==> src/rtl/clarke_pkg.sv <==
// clarke_pkg -- constants and helpers shared by the forward and inverse
// Clarke transforms.
//   inv_sqrt3(w) : round(0.577350269 * (2**(w-1)-1)), the 1/sqrt(3) gain in
//                  the Q(w-1) scaling used by the w-bit datapath.
//   sat_sym(v,w) : clamps v to the symmetric range +/-(2**(w-1)-1) and flags
//                  whether clamping happened.
package clarke_pkg;

  typedef struct packed {
    logic               sat;
    logic signed [63:0] val;
  } sat_res_t;

  // Integer-only rounding so the constant can be evaluated at elaboration
  // without real arithmetic.
  function automatic longint inv_sqrt3(input int unsigned w);
    longint full_scale;
    full_scale = (longint'(1) << (w - 1)) - longint'(1);
    return (longint'(577350269) * full_scale + longint'(500000000))
           / longint'(1000000000);
  endfunction

  // Symmetric limit keeps the most negative code unused, so negating a
  // clamped result can never overflow.
  function automatic sat_res_t sat_sym(input logic signed [63:0] v,
                                       input int unsigned w);
    sat_res_t           res;
    logic signed [63:0] lim;
    lim = (64'sd1 <<< (w - 1)) - 64'sd1;
    res.sat = 1'b0;
    res.val = v;
    if (v > lim) begin
      res.sat = 1'b1;
      res.val = lim;
    end else if (v < -lim) begin
      res.sat = 1'b1;
      res.val = -lim;
    end
    return res;
  endfunction

endpackage

==> src/rtl/clarke_pipe_stage.sv <==
// clarke_pipe_stage -- one valid/ready register slice.
// Ports:
//   clk_i, rst_i            : clock, asynchronous active-high reset
//   in_valid_i/in_ready_o   : upstream handshake
//   in_data_i [W-1:0]       : payload from upstream
//   out_valid_o/out_ready_i : downstream handshake
//   out_data_o [W-1:0]      : registered payload
// Handshake: a word transfers on a rising edge where valid and ready are
// both high; valid never waits on ready, and a presented word with its
// valid stays unchanged until it is taken.
// The slice loads when it is empty or when its word leaves in the same
// cycle, so in_ready_o is combinational from out_ready_i and bubbles
// collapse through a chain of these slices.
module clarke_pipe_stage #(
  parameter int W = 8
) (
  input  logic         clk_i,
  input  logic         rst_i,
  input  logic         in_valid_i,
  output logic         in_ready_o,
  input  logic [W-1:0] in_data_i,
  output logic         out_valid_o,
  input  logic         out_ready_i,
  output logic [W-1:0] out_data_o
);

  logic         valid_q, valid_d;
  logic [W-1:0] data_q, data_d;

  assign in_ready_o  = !valid_q || out_ready_i;
  assign out_valid_o = valid_q;
  assign out_data_o  = data_q;

  always_comb begin
    valid_d = valid_q;
    data_d  = data_q;
    if (in_ready_o) begin
      valid_d = in_valid_i;
      if (in_valid_i) begin
        data_d = in_data_i;
      end
    end
  end

  always_ff @(posedge clk_i or posedge rst_i) begin
    if (rst_i) begin
      valid_q <= 1'b0;
      data_q  <= '0;
    end else begin
      valid_q <= valid_d;
      data_q  <= data_d;
    end
  end

endmodule

==> src/rtl/clarke_fwd_module.sv <==
// clarke_fwd_module -- forward Clarke transform, 3-stage valid/ready pipeline.
//   al = a
//   be = ((a + 2b) * INV_SQRT3) >>> (DATA_WIDTH-1)   (floor shift)
// Ports:
//   clk_i, rst_i           : clock, asynchronous active-high reset
//   a_i, b_i               : signed phase samples, valid_i/ready_o handshake
//   al_o, be_o, sat_o      : signed results and clamp flag, valid_o/ready_i
// Stages: S1 holds {a, a+2b}, S2 holds {a, product}, S3 holds the outputs.
// Build option: define CLARKE_FWD_SAT_EN to clamp be_o to the symmetric
// range and report it on sat_o; otherwise be_o wraps and sat_o is 0.
module clarke_fwd_module
  import clarke_pkg::*;
#(
  parameter int DATA_WIDTH = 10
) (
  input  logic                         clk_i,
  input  logic                         rst_i,
  input  logic signed [DATA_WIDTH-1:0] a_i,
  input  logic signed [DATA_WIDTH-1:0] b_i,
  input  logic                         valid_i,
  output logic                         ready_o,
  output logic signed [DATA_WIDTH-1:0] al_o,
  output logic signed [DATA_WIDTH-1:0] be_o,
  output logic                         valid_o,
  input  logic                         ready_i,
  output logic                         sat_o
);

  localparam int DW  = DATA_WIDTH;
  localparam int SW  = DW + 2;       // a + 2b never overflows this
  localparam int PW  = 2 * DW + 2;   // sum * gain never overflows this
  localparam int S1W = DW + SW;
  localparam int S2W = DW + PW;
  localparam int S3W = 2 * DW + 1;
  localparam logic signed [PW-1:0] K_INV_SQRT3 = PW'(inv_sqrt3(DW));

  // S1 input: a and a+2b
  logic signed [SW-1:0] sum_in;
  logic [S1W-1:0]       s1_in, s1_out;
  logic                 s1_valid, s2_ready;

  assign sum_in = SW'(a_i) + (SW'(b_i) <<< 1);
  assign s1_in  = {a_i, sum_in};

  clarke_pipe_stage #(.W(S1W)) u_s1 (
    .clk_i       (clk_i),
    .rst_i       (rst_i),
    .in_valid_i  (valid_i),
    .in_ready_o  (ready_o),
    .in_data_i   (s1_in),
    .out_valid_o (s1_valid),
    .out_ready_i (s2_ready),
    .out_data_o  (s1_out)
  );

  // S2 input: a and the full-precision product
  logic signed [SW-1:0] s1_sum;
  logic signed [PW-1:0] prod_in;
  logic [S2W-1:0]       s2_in, s2_out;
  logic                 s2_valid, s3_ready;

  assign s1_sum  = $signed(s1_out[SW-1:0]);
  assign prod_in = PW'(s1_sum) * K_INV_SQRT3;
  assign s2_in   = {s1_out[S1W-1:SW], prod_in};

  clarke_pipe_stage #(.W(S2W)) u_s2 (
    .clk_i       (clk_i),
    .rst_i       (rst_i),
    .in_valid_i  (s1_valid),
    .in_ready_o  (s2_ready),
    .in_data_i   (s2_in),
    .out_valid_o (s2_valid),
    .out_ready_i (s3_ready),
    .out_data_o  (s2_out)
  );

  // S3 input: shifted product, limited to the output width
  logic signed [PW-1:0] s2_prod;
  logic signed [PW-1:0] shifted;
  logic [DW-1:0]        be_in;
  logic                 sat_in;
  logic [S3W-1:0]       s3_in, s3_out;

  assign s2_prod = $signed(s2_out[PW-1:0]);
  assign shifted = s2_prod >>> (DW - 1);

`ifdef CLARKE_FWD_SAT_EN
  sat_res_t sat_res;
  logic     unused_sat_hi;
  assign sat_res       = sat_sym(64'(shifted), DW);
  assign be_in         = sat_res.val[DW-1:0];
  assign sat_in        = sat_res.sat;
  assign unused_sat_hi = ^sat_res.val[63:DW];
`else
  // Wrap-around: keep only the low bits of the shifted value.
  logic unused_shift_hi;
  assign be_in           = shifted[DW-1:0];
  assign sat_in          = 1'b0;
  assign unused_shift_hi = ^shifted[PW-1:DW];
`endif

  assign s3_in = {s2_out[S2W-1:PW], be_in, sat_in};

  clarke_pipe_stage #(.W(S3W)) u_s3 (
    .clk_i       (clk_i),
    .rst_i       (rst_i),
    .in_valid_i  (s2_valid),
    .in_ready_o  (s3_ready),
    .in_data_i   (s3_in),
    .out_valid_o (valid_o),
    .out_ready_i (ready_i),
    .out_data_o  (s3_out)
  );

  assign al_o  = $signed(s3_out[S3W-1:DW+1]);
  assign be_o  = $signed(s3_out[DW:1]);
  assign sat_o = s3_out[0];

endmodule

==> config.mk <==
export PLATFORM = sky130hd
export DESIGN_NAME = clarke_fwd_module
export DESIGN_NICKNAME = d
export VERILOG_FILES = /design/src/rtl/clarke_pkg.sv /design/src/rtl/clarke_pipe_stage.sv /design/src/rtl/clarke_fwd_module.sv
export SDC_FILE = /design/constraint.sdc
export NUM_CORES = 1
export LEC_CHECK = 0
export ABC_CLOCK_PERIOD_IN_PS = 5800
export BUFFER_PORTS_ARGS = -buffer_cell sky130_fd_sc_hd__buf_2
export CAP_MARGIN = 20
export CORE_ASPECT_RATIO = 0.6
export CORE_MARGIN = 3
export CORE_UTILIZATION = 40
export CTS_BUF_LIST = sky130_fd_sc_hd__clkbuf_16
export CTS_CLUSTER_SIZE = 8
export DETAILED_ROUTE_END_ITERATION = 8
export SLEW_MARGIN = 15
export SYNTH_ARGS = -nofsm -noshare
export SYNTH_HDL_FRONTEND = slang
export SYNTH_SLANG_ARGS = --single-unit
==> constraint.sdc <==
create_clock -name clk_i -period 5.8 [get_ports clk_i]
set_input_delay 0.58 -clock clk_i [delete_from_list [all_inputs] [get_ports clk_i]]
set_output_delay 0.58 -clock clk_i [all_outputs]
set_load 0.005 [all_outputs]
==> out/results.tsv, run 1 <==
stage	metric	value	unit
status	status	complete, no violations	
global_routing	antenna_found_initial	0	
floorplan	dieHeight	92.2	um
setup_path	rr_endpoint	u_s2.out_data_o[16]	
logic_synthesis	synth_commonest_cells	ha_1, dfrtp_1, inv_1	
timing	worst_clock_skew	0.00823	ns
logic_synthesis	synth_area	4950	um2
drt	vias	3406	
setup_path	cp-endpoint	u_s2.out_data_o[16]	
floorplan	dieArea	13800	um2
setup_path	startpoint_type	flip-flop	
timing	period_minus_slack	4.52	ns
logic_synthesis	synthMostInstantiatedCell	ha_1	
logic_synthesis	avgSynthCellArea	10.8	um2
cells_and_area	regArea	1600	um2
logic_synthesis	ys.flop_type	dfrtp_1	
cts	clk_path_buf_depth	2	
global_routing	grt_overflow_total	0	
setup_path	timing.rr.start	u_s1.out_data_o[7]	
setup_path	end_kind	flip-flop	
cts	clock_sinks	64	
timing	setup_viol	0	
setup_path	crit_chain	ha_1, ha_1, inv_1, fa_1, inv_1, fa_1, inv_1, fa_1, inv_1, ha_1, a21o_1, a31oi_2, o21ai_2, a2111oi_4, nor3b_1, o31ai_1	
cts	clk_latency	0.33	ns
timing	relSlewSlack	35.8	%
floorplan	core-area	11700	um2
setup_path	crit_cells	16	
timing	hold_viol	0	
logic_synthesis	synthArstFlopShare	100	%
cts	cts_made_buffers	9	
cells_and_area	n_fill_cell	1077	
timing	fin_tns_setup	0	ns
timing	finalCritPeriodShare	77.9	%
logic_synthesis	ys_types	49	
setup_path	r2r_setup_slack	1.28	ns
floorplan	dieWidth	150	um
cells_and_area	nets	621	
hold_path	holdCritPathClass	input port to flip-flop	
logic_synthesis	synth-seq-cells	64	
timing	max_freq	221	MHz
drt	vias_per_cell	5.13	
setup_path	worst_path_max_delay_cell	fa_1	
drt	drt-total-wl	10300	um
global_routing	grt_pass1_vias	3518	
logic_synthesis	synth.yosys.seq_area_share	32.4	%
flow_run	drv_cap	0	
floorplan	initial_utilization	42.4	%
logic_synthesis	yosys.area.top_type_share	32.4	%
cts	cts_tree	yes	
cells_and_area	antenna_cells	0	
cts	postCtsSetupBuffers	0	
logic_synthesis	synth-edff-count	0	
setup_path	critPathRequiredTime	6.03	ns
floorplan	pin_count	47	
timing	worstMarginPinSlew	0.960	ns
drt	drt-pass1-iter-count	4	
cts	cts_root_buf	clkbuf_16	
setup_path	cp-startpoint	u_s1.out_data_o[7]	
setup_path	cpPeakStageDelay	0.52	ns
place	place_hpwl	7920	um
logic_synthesis	yosys.area.top_type	dfrtp_1	
cts	ctsResizeCount	0	
cts	cts_hold_buffers	0	
drt	route.detailed.drc	0	
floorplan	row_count	30	
drt	ant_nets	0	
place	io_buffers	45	
cts	clk_pin_slew	0.06	ns
setup_path	crit_family	adder cells	
setup_path	path_max_fanout	7	
cells_and_area	synthToLayoutAreaGrowth	14.2	%
setup_path	worst-path-buf-inv	4	
logic_synthesis	synth_area_leaders	dfrtp_1, ha_1, fa_1	
global_routing	track_usage	16.2	%
logic_synthesis	syn_inst	457	
drt	post_drt_wl_per_cell	15.5	um
global_routing	grt_max_degree	65	
drt	drt_iter0_markers	180	
setup_path	crit_arrival	4.75	ns
place	place_congestion	0.845	
hold_path	holdPathStages	2	
global_routing	grt_pass1_wl	17800	um
logic_synthesis	yosysWarnings	0	
cells_and_area	multi_input_area	3040	um2
logic_synthesis	syn_nets	579	
cts	h-tree-depth	3	
setup_path	cpMostUsedCell	inv_1	
setup_path	ff2ff_path_depth	16	
setup_path	crit_type	flip-flop to flip-flop	
timing	rsz0062_at_grt	no	
cells_and_area	layout-drive-gt1-share	21.8	%
timing	finalMaxSlewViolations	0	
## worst min path at each step
stage,startpoint,endpoint
2_1_floorplan,u_s2.out_data_o[12],u_s2.out_data_o[12]
3_3_place_gp,u_s2.out_data_o[17],u_s2.out_data_o[17]
3_5_place_dp,u_s1.out_data_o[14],u_s1.out_data_o[14]
4_1_cts,valid_i,u_s1.out_valid_o
5_1_grt,valid_i,u_s1.out_valid_o
6_report,valid_i,u_s1.out_valid_o
## area by class of cell
type                    instances  area share (%)
well taps                     160            3.54
flip-flops and latches         64            28.3
clock buffers                   9            3.99
repair buffers                 47            4.38
clock inverters                 7            1.97
multi-input cells             316            53.7
inverters                      61            4.05
## per-stage QoR
step                      cell area (um2)  std cells  setup slack (ns)  utilization (%)  hold slack, ns
after global placement               5300        647              1.36             45.4           0.457
after global routing                 5650        664              1.03             48.4           0.467
after detailed placement             5310        648              1.29             45.5           0.476
after CTS                            5650        664              1.27             48.4           0.449
final                                5650        664              1.28             48.4           0.473
after floorplan                      4950        457              1.65                -           0.445
## routing by layer
metal	GRT usage, %	part of all wire (%)	routed length (um)	vias to the layer above
li1	-	-	-	1663
met1	24.9	55	5620	1667
met2	22.9	40	4130	66
met3	3.95	4.4	458	10
met4	3.20	0.86	89	0
met5	0	0	0	-
## worst register-to-register path: stages, from the launching register on
cell	delay [ns]
dfrtp_1	0.48
ha_1	0.34
ha_1	0.27
inv_1	0.05
fa_1	0.49
inv_1	0.06
fa_1	0.52
inv_1	0.05
fa_1	0.49
inv_1	0.04
ha_1	0.40
a21o_1	0.26
a31oi_2	0.16
o21ai_2	0.13
a2111oi_4	0.32
nor3b_1	0.11
o31ai_1	0.26
## cells by family after synthesis
group | after synthesis | synth area share, %
flip-flops | 64 | 32.4
AO/OA/AOI/OAI | 90 | 12.1
multiplexers | 41 | 9.30
other | 1 | 0.0758
AND/OR/NAND/NOR | 64 | 6.75
buffers and inverters | 77 | 6.35
adder cells (fa/ha/maj) | 98 | 29.2
XOR/XNOR | 22 | 3.89
## flip-flops by register name, indices dropped and copies added (netlist names)
register and flops:
u_s1.out_valid_o 1, u_s3.out_valid_o 1, u_s1.out_data_o 21, u_s3.out_data_o 20
u_s2.out_valid_o 1, u_s2.out_data_o 20
## layout by cell type (no fill, tap or decap), types with 2 or more instances in the layout
master / synthesis / final
fa_1: 29 / 29
ha_1: 69 / 69
a21oi_1: 19 / 19
nand2_1: 31 / 30
mux2_2: 40 / 40
nor2b_1: 4 / 4
and3_1: 2 / 2
a211o_1: 2 / 2
o21ai_0: 21 / 21
nor3_1: 2 / 2
xor2_1: 7 / 7
xnor2_1: 15 / 15
and4_1: 2 / 2
o21ai_1: 8 / 8
dfrtp_1: 64 / 64
nor2_1: 5 / 5
o21a_1: 5 / 5
clkbuf_16: 0 / 9
o211ai_1: 4 / 4
inv_1: 61 / 61
nand2b_1: 5 / 5
a311oi_1: 2 / 2
o31ai_1: 4 / 4
a211oi_1: 5 / 5
buf_2: 5 / 45
a21o_1: 9 / 9
bufinv_16: 0 / 3
nand4_1: 6 / 6
Power of run 1 is left out: the tool's default activity adds up to more than one toggle a clock period on the data nets, which glitch-free logic cannot reach.
==> run 2: changes to the inputs <==
--- a/config.mk
+++ b/config.mk
@@ -5,7 +5,7 @@
 export SDC_FILE = /design/constraint.sdc
 export NUM_CORES = 1
 export LEC_CHECK = 0
-export ABC_CLOCK_PERIOD_IN_PS = 5800
+export ABC_CLOCK_PERIOD_IN_PS = 3700
 export BUFFER_PORTS_ARGS = -buffer_cell sky130_fd_sc_hd__buf_2
 export CAP_MARGIN = 20
 export CORE_ASPECT_RATIO = 0.6
==> constraint.sdc (replaced) <==
create_clock -name clk_i -period 3.7 [get_ports clk_i]
set_input_delay 0.37 -clock clk_i [delete_from_list [all_inputs] [get_ports clk_i]]
set_output_delay 0.37 -clock clk_i [all_outputs]
set_load 0.005 [all_outputs]
==> out/results.tsv, run 2 (synthesized netlist as in run 1, its figures left out) <==
stage	metric	value	unit
hold_path	holdCritPathClass	input port to async pin	
setup_path	crit_arrival	4.14	ns
floorplan	dieWidth	150	um
drt	ant_nets	0	
global_routing	grt_pass1_vias	3837	
global_routing	grt_pass1_wl	19100	um
floorplan	pin_count	47	
floorplan	dieArea	13800	um2
global_routing	top_usage_layer	met2	
timing	rsz0062_at_grt	yes	
drt	drt_iter0_markers	150	
place	place_congestion	0.838	
setup_path	startpoint_type	flip-flop	
floorplan	core-area	11700	um2
global_routing	antenna_found_initial	0	
floorplan	dieHeight	92.2	um
cells_and_area	final_cell_mix	dfrtp_1, buf_4, inv_1, ha_1, buf_2	
place	place_hpwl	8360	um
global_routing	grtUsageMet3	3.90	%
cells_and_area	largest_reg_flops	21	
cells_and_area	n_fill_cell	997	
timing	relSlewSlack	30.7	%
flow_run	drv_cap	0	
setup_path	rr_endpoint	u_s2.out_data_o[16]	
cts	clk_latency	0.33	ns
cells_and_area	layout_commonest_cell	dfrtp_1	
timing	finalMaxSlewViolations	0	
drt	vias	3662	
drt	route.detailed.drc	0	
timing	worstMarginPinSlew	1.04	ns
setup_path	critPathRequiredTime	3.94	ns
status	status	finished, violations left	
global_routing	grtUsageMet1	25.3	%
cells_and_area	synthToLayoutAreaGrowth	32.0	%
setup_path	crit_type	flip-flop to flip-flop	
floorplan	row_count	30	
cts	clk_path_buf_depth	2	
drt	vias_per_cell	5.05	
global_routing	grt_max_degree	43	
timing	period_minus_slack	3.90	ns
timing	max_freq	256	MHz
place	io_buffers	45	
timing	setup_slack	-0.201	ns
drt	drt-total-wl	11300	um
drt	post_drt_wl_per_cell	15.6	um
place	placed_area	5680	um2
cts	cts_made_buffers	9	
cts	clk_pin_slew	0.06	ns
setup_path	ff2ff_path_depth	16	
setup_path	r2r_setup_slack	-0.20	ns
global_routing	grt_overflow_total	0	
cells_and_area	finalInstanceArea	6530	um2
drt	drt-pass1-iter-count	4	
timing	setup_viol	10	
setup_path	path_max_fanout	4	
cts	clock_sinks	64	
status	failed_checks	negative setup slack	
setup_path	timing.rr.start	u_s1.out_data_o[7]	
cells_and_area	layout-drive-gt1-share	41.4	%
cells_and_area	antenna_cells	0	
setup_path	cp-startpoint	u_s1.out_data_o[7]	
cts	h-tree-depth	3	
cts	cts_tree	yes	
timing	hold_viol	0	
timing	finalCritPeriodShare	105	%
setup_path	end_kind	flip-flop	
global_routing	track_usage	17.5	%
timing	fin_tns_setup	-1.15	ns
floorplan	initial_utilization	42.4	%
place	dp_slack	-0.308	ns
timing	worst_clock_skew	0.00555	ns
global_routing	globalRouteMet2Util	26.8	%
cells_and_area	nets	682	
cts	cts_root_buf	clkbuf_16	
[run 2: repair_timing]
action | in CTS | in global routing
endpoints found under the setup margin | 10 | 10
hold buffers | 0 | 0
pin swaps | 41 | 14
buffers inserted | 14 | 2
hold endpoints to repair | 0 | 0
resized for setup | 57 | 19
[run 2: how the worst max path moves through the flow]
stage	end	depth (start not counted)	slack [ns]
floorplan	u_s2.out_data_o[16]	17	-0.21
global placement	u_s2.out_data_o[16]	14	-0.27
detailed placement	u_s2.out_data_o[18]	16	-0.31
CTS	u_s2.out_data_o[16]	16	-0.22
global route	u_s2.out_data_o[16]	16	-0.38
finish	u_s2.out_data_o[16]	16	-0.20
[run 2: layout make-up]
cell class	count	area (um2)	share of cell area [%]
multi-input combinational	316	3470	53.1
sequential	64	1610	24.7
timing repair buffer	108	736	11.3
inverter	61	229	3.51
clock buffer	9	225	3.45
tap	160	200	3.07
clock inverter	7	63.8	0.977
[run 2: worst max-delay path, cell delays in order (launching register included)]
cell,delay (ns)
dfrtp_2,0.44
ha_4,0.25
ha_4,0.26
inv_2,0.03
fa_1,0.49
inv_2,0.04
fa_1,0.47
inv_1,0.05
fa_1,0.48
inv_2,0.04
ha_4,0.22
a21o_1,0.21
a31oi_2,0.21
o21ai_4,0.12
a2111oi_4,0.24
nor3b_2,0.08
o31ai_1,0.18
[run 2: stage by stage]
stage / cells / util (%) / hold slack, ns
3_3_place_gp: 693 / 48.6 / 0.462
4_1_cts: 723 / 55.0 / 0.240
2_1_floorplan: 457 / - / 0.445
3_5_place_dp: 693 / 48.6 / 0.472
5_1_grt: 725 / 55.9 / 0.249
6_report: 725 / 55.9 / 0.215
[run 2: metal layers]
layer	up-vias	part of all wire, %
li1	1784	-
met4	0	1.1
met2	60	44
met1	1804	51
met3	14	3.9
met5	-	0
Power of run 2 is left out for the same reason.
==> run 3: changes to the inputs <==
--- a/config.mk
+++ b/config.mk
@@ -8,12 +8,15 @@
 export ABC_CLOCK_PERIOD_IN_PS = 3700
 export BUFFER_PORTS_ARGS = -buffer_cell sky130_fd_sc_hd__buf_2
 export CAP_MARGIN = 20
+export CELL_PAD_IN_SITES_DETAIL_PLACEMENT = 0
+export CELL_PAD_IN_SITES_GLOBAL_PLACEMENT = 1
 export CORE_ASPECT_RATIO = 0.6
 export CORE_MARGIN = 3
 export CORE_UTILIZATION = 40
 export CTS_BUF_LIST = sky130_fd_sc_hd__clkbuf_16
 export CTS_CLUSTER_SIZE = 8
 export DETAILED_ROUTE_END_ITERATION = 8
+export PLACE_DENSITY_LB_ADDON = 0.1
 export SLEW_MARGIN = 15
 export SYNTH_ARGS = -nofsm -noshare
 export SYNTH_HDL_FRONTEND = slang
==> out/results.tsv, run 3 (synthesized netlist as in run 1, its figures left out) <==
stage	metric	value	unit
status	status	finished, violations left	
drt	drt_iter0_markers	125	
drt	drt-pass1-iter-count	4	
setup_path	cpPeakStageDelay	0.52	ns
drt	vias	3663	
drt	vias_per_cell	5.02	
setup_path	critPathRequiredTime	3.94	ns
floorplan	core-area	11700	um2
place	io_buffers	45	
cells_and_area	final_cell_mix	dfrtp_1, buf_4, inv_1, buf_2, ha_1	
timing	setup_viol	9	
setup_path	timing.rr.start	u_s1.out_data_o[7]	
cells_and_area	nets	686	
cells_and_area	layout-drive-gt1-share	42.4	%
floorplan	row_count	30	
global_routing	grt_overflow_total	0	
timing	max_freq	249	MHz
cells_and_area	layout_commonest_cell	dfrtp_1	
setup_path	startpoint_type	flip-flop	
timing	hold_viol	0	
status	failed_checks	negative setup slack	
setup_path	crit_arrival	4.26	ns
cells_and_area	antenna_cells	0	
timing	finalMaxSlewViolations	0	
floorplan	dieArea	13800	um2
cts	cts_root_buf	clkbuf_16	
setup_path	end_kind	flip-flop	
setup_path	crit_family	adder cells	
cts	clk_path_buf_depth	2	
cells_and_area	n_fill_cell	1026	
setup_path	cp-startpoint	u_s1.out_data_o[7]	
setup_path	crit_chain	buf_6, ha_4, ha_4, inv_2, fa_1, inv_1, fa_1, inv_2, fa_1, inv_2, ha_4, a21o_1, a31oi_2, o21ai_4, a2111oi_4, nor3b_2, o31ai_1	
cts	clk_pin_slew	0.06	ns
floorplan	dieHeight	92.2	um
timing	relSlewSlack	35.4	%
timing	period_minus_slack	4.01	ns
timing	finalCritPeriodShare	108	%
cts	cts_tree	yes	
cts	h-tree-depth	3	
global_routing	track_usage	18.7	%
place	place_hpwl	8750	um
place	place_inst	696	
drt	post_drt_wl_per_cell	16.0	um
cells_and_area	synthToLayoutAreaGrowth	34.2	%
cts	clk_latency	0.34	ns
drt	route.detailed.drc	0	
global_routing	grt_max_degree	45	
place	place_congestion	0.847	
floorplan	pin_count	47	
flow_run	drv_cap	0	
setup_path	worst-path-buf-inv	5	
global_routing	grt_pass1_vias	3930	
timing	worstMarginPinSlew	0.967	ns
drt	ant_nets	0	
setup_path	path_max_fanout	4	
place	dp_slack	-0.393	ns
cts	clock_sinks	64	
timing	rsz0062_at_grt	yes	
floorplan	dieWidth	150	um
cts	cts_made_buffers	9	
floorplan	initial_utilization	42.4	%
global_routing	antenna_found_initial	0	
timing	setup_slack	-0.314	ns
timing	worst_clock_skew	0.00632	ns
setup_path	crit_type	flip-flop to flip-flop	
cells_and_area	multi_input_area	3470	um2
cells_and_area	fin_cells	729	
cells_and_area	regArea	1610	um2
cells_and_area	largest_reg_flops	21	
global_routing	grt_pass1_wl	20000	um
hold_path	holdCritPathClass	input port to async pin	
setup_path	worst_path_max_delay_cell	fa_1	
drt	drt-total-wl	11700	um
==> run 3: repair_timing <==
item,4_1_cts,5_1_grt
endpoints found under the setup margin,10,10
pin swaps,38,22
gates resized for setup,54,24
setup buffers,10,5
hold buffers,0,0
==> run 3: through the flow <==
step	instance area [um2]	util (%)	hold WS, ns	setup TNS, ns
floorplan	5000	-	0.445	-1.12
global placement	5700	48.8	0.470	-2.41
detailed placement	5700	48.8	0.465	-2.92
CTS	6450	55.3	0.238	-1.35
global route	6640	56.9	0.0784	-3.37
finish	6640	56.9	0.0510	-1.84
==> run 3: final timing paths <==
kind                                             to  slack [ns]  cells past startpoint
worst max-delay path            u_s2.out_data_o[16]       -0.31                     17
worst min-delay path            u_s1.out_data_o[20]        0.05                      2
worst max register to register  u_s2.out_data_o[16]       -0.31                     17
worst min register to register  u_s2.out_data_o[16]        0.47                      2
max in group asynchronous       u_s3.out_data_o[16]        2.98                      3
min in group clk_i                 u_s1.out_valid_o        0.24                      2
==> run 3: final cells by class <==
class / count / share of cell area (%)
flip-flops and latches: 64 / 24.2
well taps: 160 / 3.01
clock inverters: 7 / 1.79
inverters: 61 / 3.45
multi-input cells: 316 / 52.3
repair buffers: 112 / 11.9
clock buffers: 9 / 3.39
==> run 3: layer usage <==
metal  track usage, %  vias to the layer above  part of all wire [%]
met5                0                        -                     0
met4             4.95                        0                   1.0
met3             4.05                        8                   3.9
met2             26.8                       57                    41
met1             28.2                     1799                    54
li1                 -                     1799                     -
Power of run 3 is left out for the same reason.
